## src/rtl/mem_arbiter.sv

```systemverilog
// mem_arbiter: round-robin arbiter sharing one external memory port between
// the instruction-fetch side and the data side, with a per-transaction timeout.
//
// Ports:
//   clk, sync_rst_n        clock, synchronous active-low reset
//   clk_en                 global enable; low freezes all state and outputs
//   inst_req/addr          instruction read request (10-bit word address)
//   inst_rdata/done        fetched word and one-cycle completion pulse
//   data_req/we/addr/wdata data request (8-bit address, 8-bit write data)
//   data_rdata/done        read byte and one-cycle completion pulse
//   err                    timeout flag, pulses together with a done pulse
//   ext_req/we/addr/wdata  registered external request; ext_addr[10]=1 is data space
//   ext_rdata/ack          external read data and completion
module mem_arbiter #(
  parameter int unsigned TIMEOUT = 255
) (
  input  logic        clk,
  input  logic        sync_rst_n,
  input  logic        clk_en,
  input  logic        inst_req,
  input  logic [9:0]  inst_addr,
  output logic [15:0] inst_rdata,
  output logic        inst_done,
  input  logic        data_req,
  input  logic        data_we,
  input  logic [7:0]  data_addr,
  input  logic [7:0]  data_wdata,
  output logic [7:0]  data_rdata,
  output logic        data_done,
  output logic        err,
  output logic        ext_req,
  output logic        ext_we,
  output logic [10:0] ext_addr,
  output logic [15:0] ext_wdata,
  input  logic [15:0] ext_rdata,
  input  logic        ext_ack
);

  localparam int unsigned CNT_W = 16;
  localparam logic [CNT_W-1:0] TIMEOUT_CNT = CNT_W'(TIMEOUT);

  typedef enum logic [1:0] {
    IDLE = 2'd0,
    BUSY = 2'd1,
    DONE = 2'd2
  } state_t;

  state_t           state;
  logic [CNT_W-1:0] cnt;
  logic             last_grant_data;  // 0 = inst granted last, 1 = data
  logic             grant_data;       // side owning the current transaction

  // Data wins when alone, or on a tie when inst was served last.
  logic pick_data_c;
  assign pick_data_c = data_req && (!inst_req || !last_grant_data);

  // Transaction ends on ack, or when the wait budget is exhausted.
  logic finish_c;
  assign finish_c = ext_ack || (cnt == TIMEOUT_CNT);

  // Arbiter FSM with all outputs registered.
  always_ff @(posedge clk) begin
    if (!sync_rst_n) begin
      state           <= IDLE;
      cnt             <= '0;
      last_grant_data <= 1'b0;
      grant_data      <= 1'b0;
      ext_req         <= 1'b0;
      ext_we          <= 1'b0;
      ext_addr        <= '0;
      ext_wdata       <= '0;
      inst_done       <= 1'b0;
      data_done       <= 1'b0;
      err             <= 1'b0;
      inst_rdata      <= '0;
      data_rdata      <= '0;
    end else if (clk_en) begin
      inst_done <= 1'b0;
      data_done <= 1'b0;
      err       <= 1'b0;
      case (state)
        IDLE: begin
          if (inst_req || data_req) begin
            grant_data <= pick_data_c;
            cnt        <= '0;
            ext_req    <= 1'b1;
            if (pick_data_c) begin
              ext_addr  <= {1'b1, 2'b00, data_addr};
              ext_wdata <= {8'h00, data_wdata};
              ext_we    <= data_we;
            end else begin
              ext_addr  <= {1'b0, inst_addr};
              ext_wdata <= '0;
              ext_we    <= 1'b0;
            end
            state <= BUSY;
          end
        end
        BUSY: begin
          if (finish_c) begin
            ext_req <= 1'b0;
            ext_we  <= 1'b0;
            // Ack takes priority over a timeout landing in the same cycle.
            err     <= !ext_ack;
            if (grant_data) begin
              data_done  <= 1'b1;
              data_rdata <= ext_ack ? ext_rdata[7:0] : 8'h00;
            end else begin
              inst_done  <= 1'b1;
              inst_rdata <= ext_ack ? ext_rdata : 16'h0000;
            end
            state <= DONE;
          end else begin
            cnt <= cnt + CNT_W'(1);
          end
        end
        DONE: begin
          // Requests are not sampled here, so a requester may drop req on done.
          last_grant_data <= grant_data;
          state           <= IDLE;
        end
        default: state <= IDLE;
      endcase
    end
  end

endmodule

```

## config.mk

```make
export PLATFORM = sky130hd
export DESIGN_NAME = mem_arbiter
export DESIGN_NICKNAME = d
export VERILOG_FILES = /design/src/rtl/mem_arbiter.sv
export SDC_FILE = /design/constraint.sdc
export NUM_CORES = 1
export LEC_CHECK = 0
export ABC_AREA = 0
export BUFFER_PORTS_ARGS = -buffer_cell sky130_fd_sc_hd__buf_4
export CAP_MARGIN = 40
export CORE_MARGIN = 3
export CORE_UTILIZATION = 43
export DETAILED_ROUTE_END_ITERATION = 8
export PLACE_DENSITY = 0.76
export SYNTH_ARGS = -nofsm -noshare
export SYNTH_HDL_FRONTEND = slang
export SYNTH_SLANG_ARGS = --single-unit
```

## constraint.sdc

```tcl
create_clock -name clk -period 2.8 [get_ports clk]
set_input_delay 0.42 -clock clk [delete_from_list [all_inputs] [get_ports clk]]
set_output_delay 0.42 -clock clk [all_outputs]
set_load 0.005 [all_outputs]
```

==> results of run 1 <==
[layout by cell type (no fill, tap or decap), types with 3 or more instances in the layout]
master / count
inv_1: 5
o21a_1: 5
nand3b_1: 5
o21ai_0: 6
nand3_1: 23
a31oi_1: 11
a211oi_1: 8
o22ai_1: 17
o211ai_1: 3
and3_1: 4
buf_4: 101
nand2_1: 39
clkinv_2: 3
and4_1: 3
nor4_1: 4
clkbuf_8: 9
nor3_1: 3
conb_1: 8
a32o_2: 8
a21oi_1: 17
mux2i_1: 11
nor2_1: 17
nand4_1: 4
a41oi_1: 3
nand2b_1: 3
dfxtp_1: 67
[layer usage]
metal / vias to the layer above / track usage (%) / share of wire (%)
met5: - / 0 / 0
met4: 0 / 7.17 / 1.7
met3: 16 / 6.73 / 9.7
met2: 127 / 30.6 / 47
met1: 1344 / 25.8 / 41
li1: 1391 / - / -
[logic make-up after synthesis]
logic type | count (synthesis)
simple gates | 118
compound gates | 95
buf+inv | 37
fa+ha+maj | 1
other cells | 1
mux | 11
flops | 67
[power by group through the flow]
| stage | Combinational, mW | Sequential [mW] | Clock, mW |
|---|---|---|---|
| CTS | 0.232 | 1.00 | 0.776 |
| detailed placement | 0.231 | 1.02 | 0 |
| finish | 0.230 | 1.00 | 0.765 |
| global placement | 0.227 | 1.02 | 0 |
| floorplan | 0.125 | 1.02 | 0 |
| global route | 0.256 | 1.01 | 0.817 |
[critical path, cell delays in order (launching register included)]
cell,delay (ps)
dfxtp_1,400
nor4_1,510
a41oi_1,370
nor2_1,580
o22ai_1,160
[state kept, by name (all words and copies together) (netlist names)]
register         cells
cnt                 16
inst_rdata          16
ext_addr            11
data_rdata           8
ext_wdata            8
state                2
data_done            1
err                  1
ext_req              1
ext_we               1
inst_done            1
last_grant_data      1
[through the flow]
step	setup slack, ps	instance area (sq um)	hold slack [ps]	std cells
global route	493	3860	282	500
finish	643	3860	289	500
floorplan	931	2990	448	337
global placement	675	3680	438	484
detailed placement	553	3680	446	484
CTS	659	3860	279	500
[area by class of cell]
class	instances	area (sq um)
fill	538	2630
clock inverter	5	53.8
sequential	67	1340
multi-input combinational	233	1460
inverter	6	22.5
timing repair buffer	101	758
clock buffer	11	131
tap	77	96.3
[cells in the mapped netlist (2+ instances only)]
cell	n
mux2i_1	11
dfxtp_1	67
or4_4	2
buf_2	5
nand3_1	23
a41oi_1	3
buf_4	9
a31oi_1	11
o311ai_0	2
o21ai_0	6
o211ai_1	3
buf_1	3
and4_1	3
and3_1	4
nand4_1	4
nand2_1	39
o21a_1	5
nor4_1	4
nand2b_1	3
and2_1	2
a32o_2	8
o22ai_1	17
clkbuf_1	13
nor2b_1	2
a21oi_1	17
inv_1	5
or2_2	2
a211oi_1	8
nor2_1	17
nor3_1	3
a31o_2	2
o311a_1	2
nand3b_1	5
[how the worst max path moves through the flow]
stage	from	end	slack, ps	depth (start not counted)
after CTS	cnt[8]$_SDFFE_PN0P_	data_rdata[0]$_SDFFE_PN0P_	660	4
after global routing	cnt[8]$_SDFFE_PN0P_	data_rdata[0]$_SDFFE_PN0P_	490	4
final	cnt[8]$_SDFFE_PN0P_	data_rdata[0]$_SDFFE_PN0P_	640	4
after floorplan	cnt[12]$_SDFFE_PN0P_	inst_rdata[10]$_SDFFE_PN0P_	930	5
after global placement	sync_rst_n	cnt[7]$_SDFFE_PN0P_	680	6
after detailed placement	sync_rst_n	cnt[6]$_SDFFE_PN0P_	550	6
==> results_dict.tcl, run 1 <==
set metrics [dict create \
    cts.sinks 67 \
    vias 2878 \
    utilization_pct 59.5 \
    yosys.area.top_type_share_pct 45.3 \
    clockBufferDepth 2 \
    rsz0062_at_grt "no" \
    status "finished clean" \
    timing.rr.start "cnt[8]$_SDFFE_PN0P_" \
    period_minus_slack_ps 2160 \
    overflow 0 \
    rows 29 \
    synth-edff-count 0 \
    synthSimpleGateAreaFrac_pct 20.5 \
    max-cap-violations 0 \
    htree_num_levels 3 \
    crit_arrival_ps 2350 \
    insertion_delay_ps 340 \
    hp-start "ext_rdata[13]" \
    io_pins 105 \
    hpwl_mm 5.58 \
    place_congestion 0.828 \
    yosysTopAreaCell "dfxtp_1" \
    drt.antenna.violating_nets 0 \
    slew_viol_final 0 \
    grtUsageTotal_pct 19.8 \
    hold_path_class "input pin to register" \
    start_util_pct 45.6 \
    nets 468 \
    holdBufCountCts 0 \
    grt_pass1_wl_mm 12.4 \
    synthArstFlopShare_pct 0 \
    drc_errors 0 \
    crit_path_end_kind "register" \
    ys_ff_latch 67 \
    cts-root-buf "clkbuf_8" \
    tightest_slew_ps 704 \
    p_sw_mw 0.492 \
    yosys.area_share.adder_pct 0.423 \
    seq_area_frac_synth_pct 45.3 \
    yosysWarnings 0 \
    cp_max_fo 9 \
    critical_path.startpoint_type "register" \
    antenna_found_initial 0 \
    synth_xor_xnor_area_share_pct 0 \
    numCtsBuffers 9 \
    grt_max_degree 39 \
    crit_type "register to register" \
    ctsResizeCount 0 \
    hold_viol_final 0 \
    vdd_ir_drop_max_uv 309 \
    worstReg2RegEnd "data_rdata[0]$_SDFFE_PN0P_" \
    period_share_pct 77.0 \
    grt_pass1_vias 2659 \
    synth_compound_area_share_pct 23.6 \
    cts_setup_buffers 0 \
    n_antenna_cell 0 \
    leakage_nw 1.65 \
    pwr-share-comb_pct 11.5 \
    routed_wirelength_mm 7.74 \
    synthesis.area_sq_um 2960 \
    tritoncts "built" \
    holdPathStages 2 \
    intPower_mw 1.51 \
    routedWlPerCell_um 15.5 \
    path_clk_slew_ps 70 \
    worstHoldEndpoint "inst_rdata[13]$_SDFFE_PN0P_" \
    powerDensity_nw_per_um2 517 \
    synthTopCellsByArea "dfxtp_1 45%, nand2_1 4.9%, nand3_1 3.9%" \
    ys.flop_type "dfxtp_1" \
    setup_viol 0 \
    coreArea_sq_um 6490 \
    worstPathRequired_ps 3000 \
    io_buffers 96 \
    viasPerCell 5.76 \
    syn_avg_cell_area_sq_um 8.97 \
    drive_gt1_share_pct 32.2 \
    p_sw_share_pct 24.6 \
    fmax_mhz 464 \
    clkPwrFrac_pct 38.3 \
    muxShareOfSynthArea_pct 3.72 \
    synthToLayoutAreaGrowth_pct 30.6 \
    r2r_slack_ps 640 \
    die_h_um 89.0 \
    seqPwrFrac_pct 50.2 \
    dieArea_sq_um 7910 \
    drt_iter0_markers 192 \
    fin_worst_skew_ps 7.19 \
    worstRegToRegCells 4 \
    relSlewSlack_pct 52.8 \
    firstDrtPassIters 4 \
    synth_cell_type_count 53 \
    total_power_mw 2.00 \
    syn_inst 330 \
    die_w_um 89.0 \
    synth_top_family_by_area "compound AO/OA/AOI/OAI gates" \
    tns_ps 0 \
]
No activity file was read; power rests on OpenSTA's default activity.
==> inputs of run 2 (changes only) <==
Clock period 2.8 ns to 2 ns, I/O delays scaled along.
==> run 2 against run 1 <==
  * Fmax grew 14%
  * Highest routed layer unchanged
  * Cell count increased by 3.0%
  * Final area grew 5.3%
  * Power is 61% higher
  * Register-to-register slack lost 540 ps
  * Die area unchanged
  * Worst hold slack got worse by 130 ps
==> results_dict.tcl, run 2 (synthesis results as in run 1) <==
set metrics [dict create \
    status "finished clean" \
    cts.sinks 67 \
    r2r_slack_ps 110 \
    drc_errors 0 \
    crit_path_end_kind "register" \
    slew_viol_final 0 \
    path_clk_slew_ps 80 \
    drt.antenna.violating_nets 0 \
    insertion_delay_ps 350 \
    numCtsBuffers 9 \
    cp_max_fo 9 \
    worstRegToRegCells 4 \
    antenna_found_initial 0 \
    hpwl_mm 5.63 \
    holdBufCountCts 0 \
    vias 2877 \
    leakage_nw 1.75 \
    n_antenna_cell 0 \
    tritoncts "built" \
    period_share_pct 94.6 \
    cts_setup_buffers 0 \
    hold_viol_final 0 \
    cts-root-buf "clkbuf_8" \
    drt_iter0_markers 149 \
    start_util_pct 45.6 \
    total_power_mw 3.23 \
    die_w_um 89.0 \
    setup_viol 0 \
    drive_gt1_share_pct 34.9 \
    max-cap-violations 0 \
    crit_type "register to register" \
    routed_wirelength_mm 7.73 \
    worstReg2RegEnd "inst_rdata[12]$_SDFFE_PN0P_" \
    hold_path_class "input pin to register" \
    powerDensity_nw_per_um2 793 \
    synthToLayoutAreaGrowth_pct 37.6 \
    rsz0062_at_grt "no" \
    crit_arrival_ps 2140 \
    setup_slack_ps 107 \
    io_pins 105 \
    grt_max_degree 29 \
    crit_start "cnt[8]$_SDFFE_PN0P_" \
    critical_path.startpoint_type "register" \
    routedWlPerCell_um 15.0 \
    timing.rr.start "cnt[8]$_SDFFE_PN0P_" \
    tns_ps 0 \
    rows 29 \
    hold_ws_ps 159 \
    nets 483 \
    overflow 0 \
    crit_end "inst_rdata[12]$_SDFFE_PN0P_" \
    fin_worst_skew_ps 9.19 \
    place_inst 499 \
    htree_num_levels 3 \
    final_common_cell "buf_4" \
    clockBufferDepth 2 \
    firstDrtPassIters 4 \
    top_regs "cnt (16), inst_rdata (16), ext_addr (11)" \
    dieArea_sq_um 7910 \
    period_minus_slack_ps 1890 \
    coreArea_sq_um 6490 \
    fmax_mhz 528 \
    vdd_ir_drop_max_uv 604 \
    worstPathRequired_ps 2240 \
    io_buffers 96 \
    fin_cells 515 \
    grtUsageTotal_pct 20.3 \
    dpl_worst_slack_ps 84.0 \
    viasPerCell 5.59 \
    place_congestion 0.887 \
    design_area_sq_um 4070 \
    place_area_sq_um 3800 \
    grt_pass1_wl_mm 12.6 \
    utilization_pct 62.7 \
    layout_common_cells "115 x buf_4, 66 x dfxtp_1, 39 x nand2_1" \
    die_h_um 89.0 \
    grt_pass1_vias 2699 \
    ctsResizeCount 0 \
]
==> run 2: cell count changes in the layout (fill, tap and decap cells not counted) <==
cell / change
clkbuf_1: -1
dfxtp_1: -1
clkinv_4: +1
bufinv_16: +3
buf_4: +14
buf_12: +1
dfxtp_2: +1
clkinv_2: -3
==> run 2: critical path, cell delays in order (launching register included) <==
cell and delay, ps:
dfxtp_2 360, or4_4 570, o41ai_4 360, nand2b_2 200
a32o_2 300
==> run 2: worst min path at each step <==
stage | depth (start not counted) | to | slack [ps] | start
after floorplan | 1 | inst_rdata[10]$_SDFFE_PN0P_ | 430 | ext_rdata[10]
after global placement | 2 | ext_wdata[4]$_SDFFE_PN0P_ | 440 | ext_wdata[4]$_SDFFE_PN0P_
after detailed placement | 2 | ext_wdata[6]$_SDFFE_PN0P_ | 450 | ext_wdata[6]$_SDFFE_PN0P_
after CTS | 2 | inst_rdata[10]$_SDFFE_PN0P_ | 150 | ext_rdata[10]
after global routing | 2 | inst_rdata[9]$_SDFFE_PN0P_ | 150 | ext_rdata[9]
final | 2 | inst_rdata[14]$_SDFFE_PN0P_ | 160 | ext_rdata[14]
==> run 2: cell type report <==
cell class                      count  area (sq um)
Fill cell                         534          2420
Multi-Input combinational cell    233          1460
Sequential cell                    67          1340
Timing Repair Buffer              116           883
Clock inverter                      6           138
Clock buffer                       10           128
Tap cell                           77          96.3
Inverter                            6          22.5
==> run 2: where the power goes <==
part           internal (mW)  switching [mW]
registers               1.37          0.0282
clock network          0.959           0.529
logic                  0.175           0.162
total                   2.51           0.719
==> run 2: metal layers <==
metal	track usage, %	wire length, um	part of all wire (%)	up-vias
li1	-	-	-	1428
met1	26.1	3290	43	1349
met2	31.3	3700	48	91
met3	7.00	618	8.0	9
met4	7.98	121	1.6	0
met5	0	0	0	-
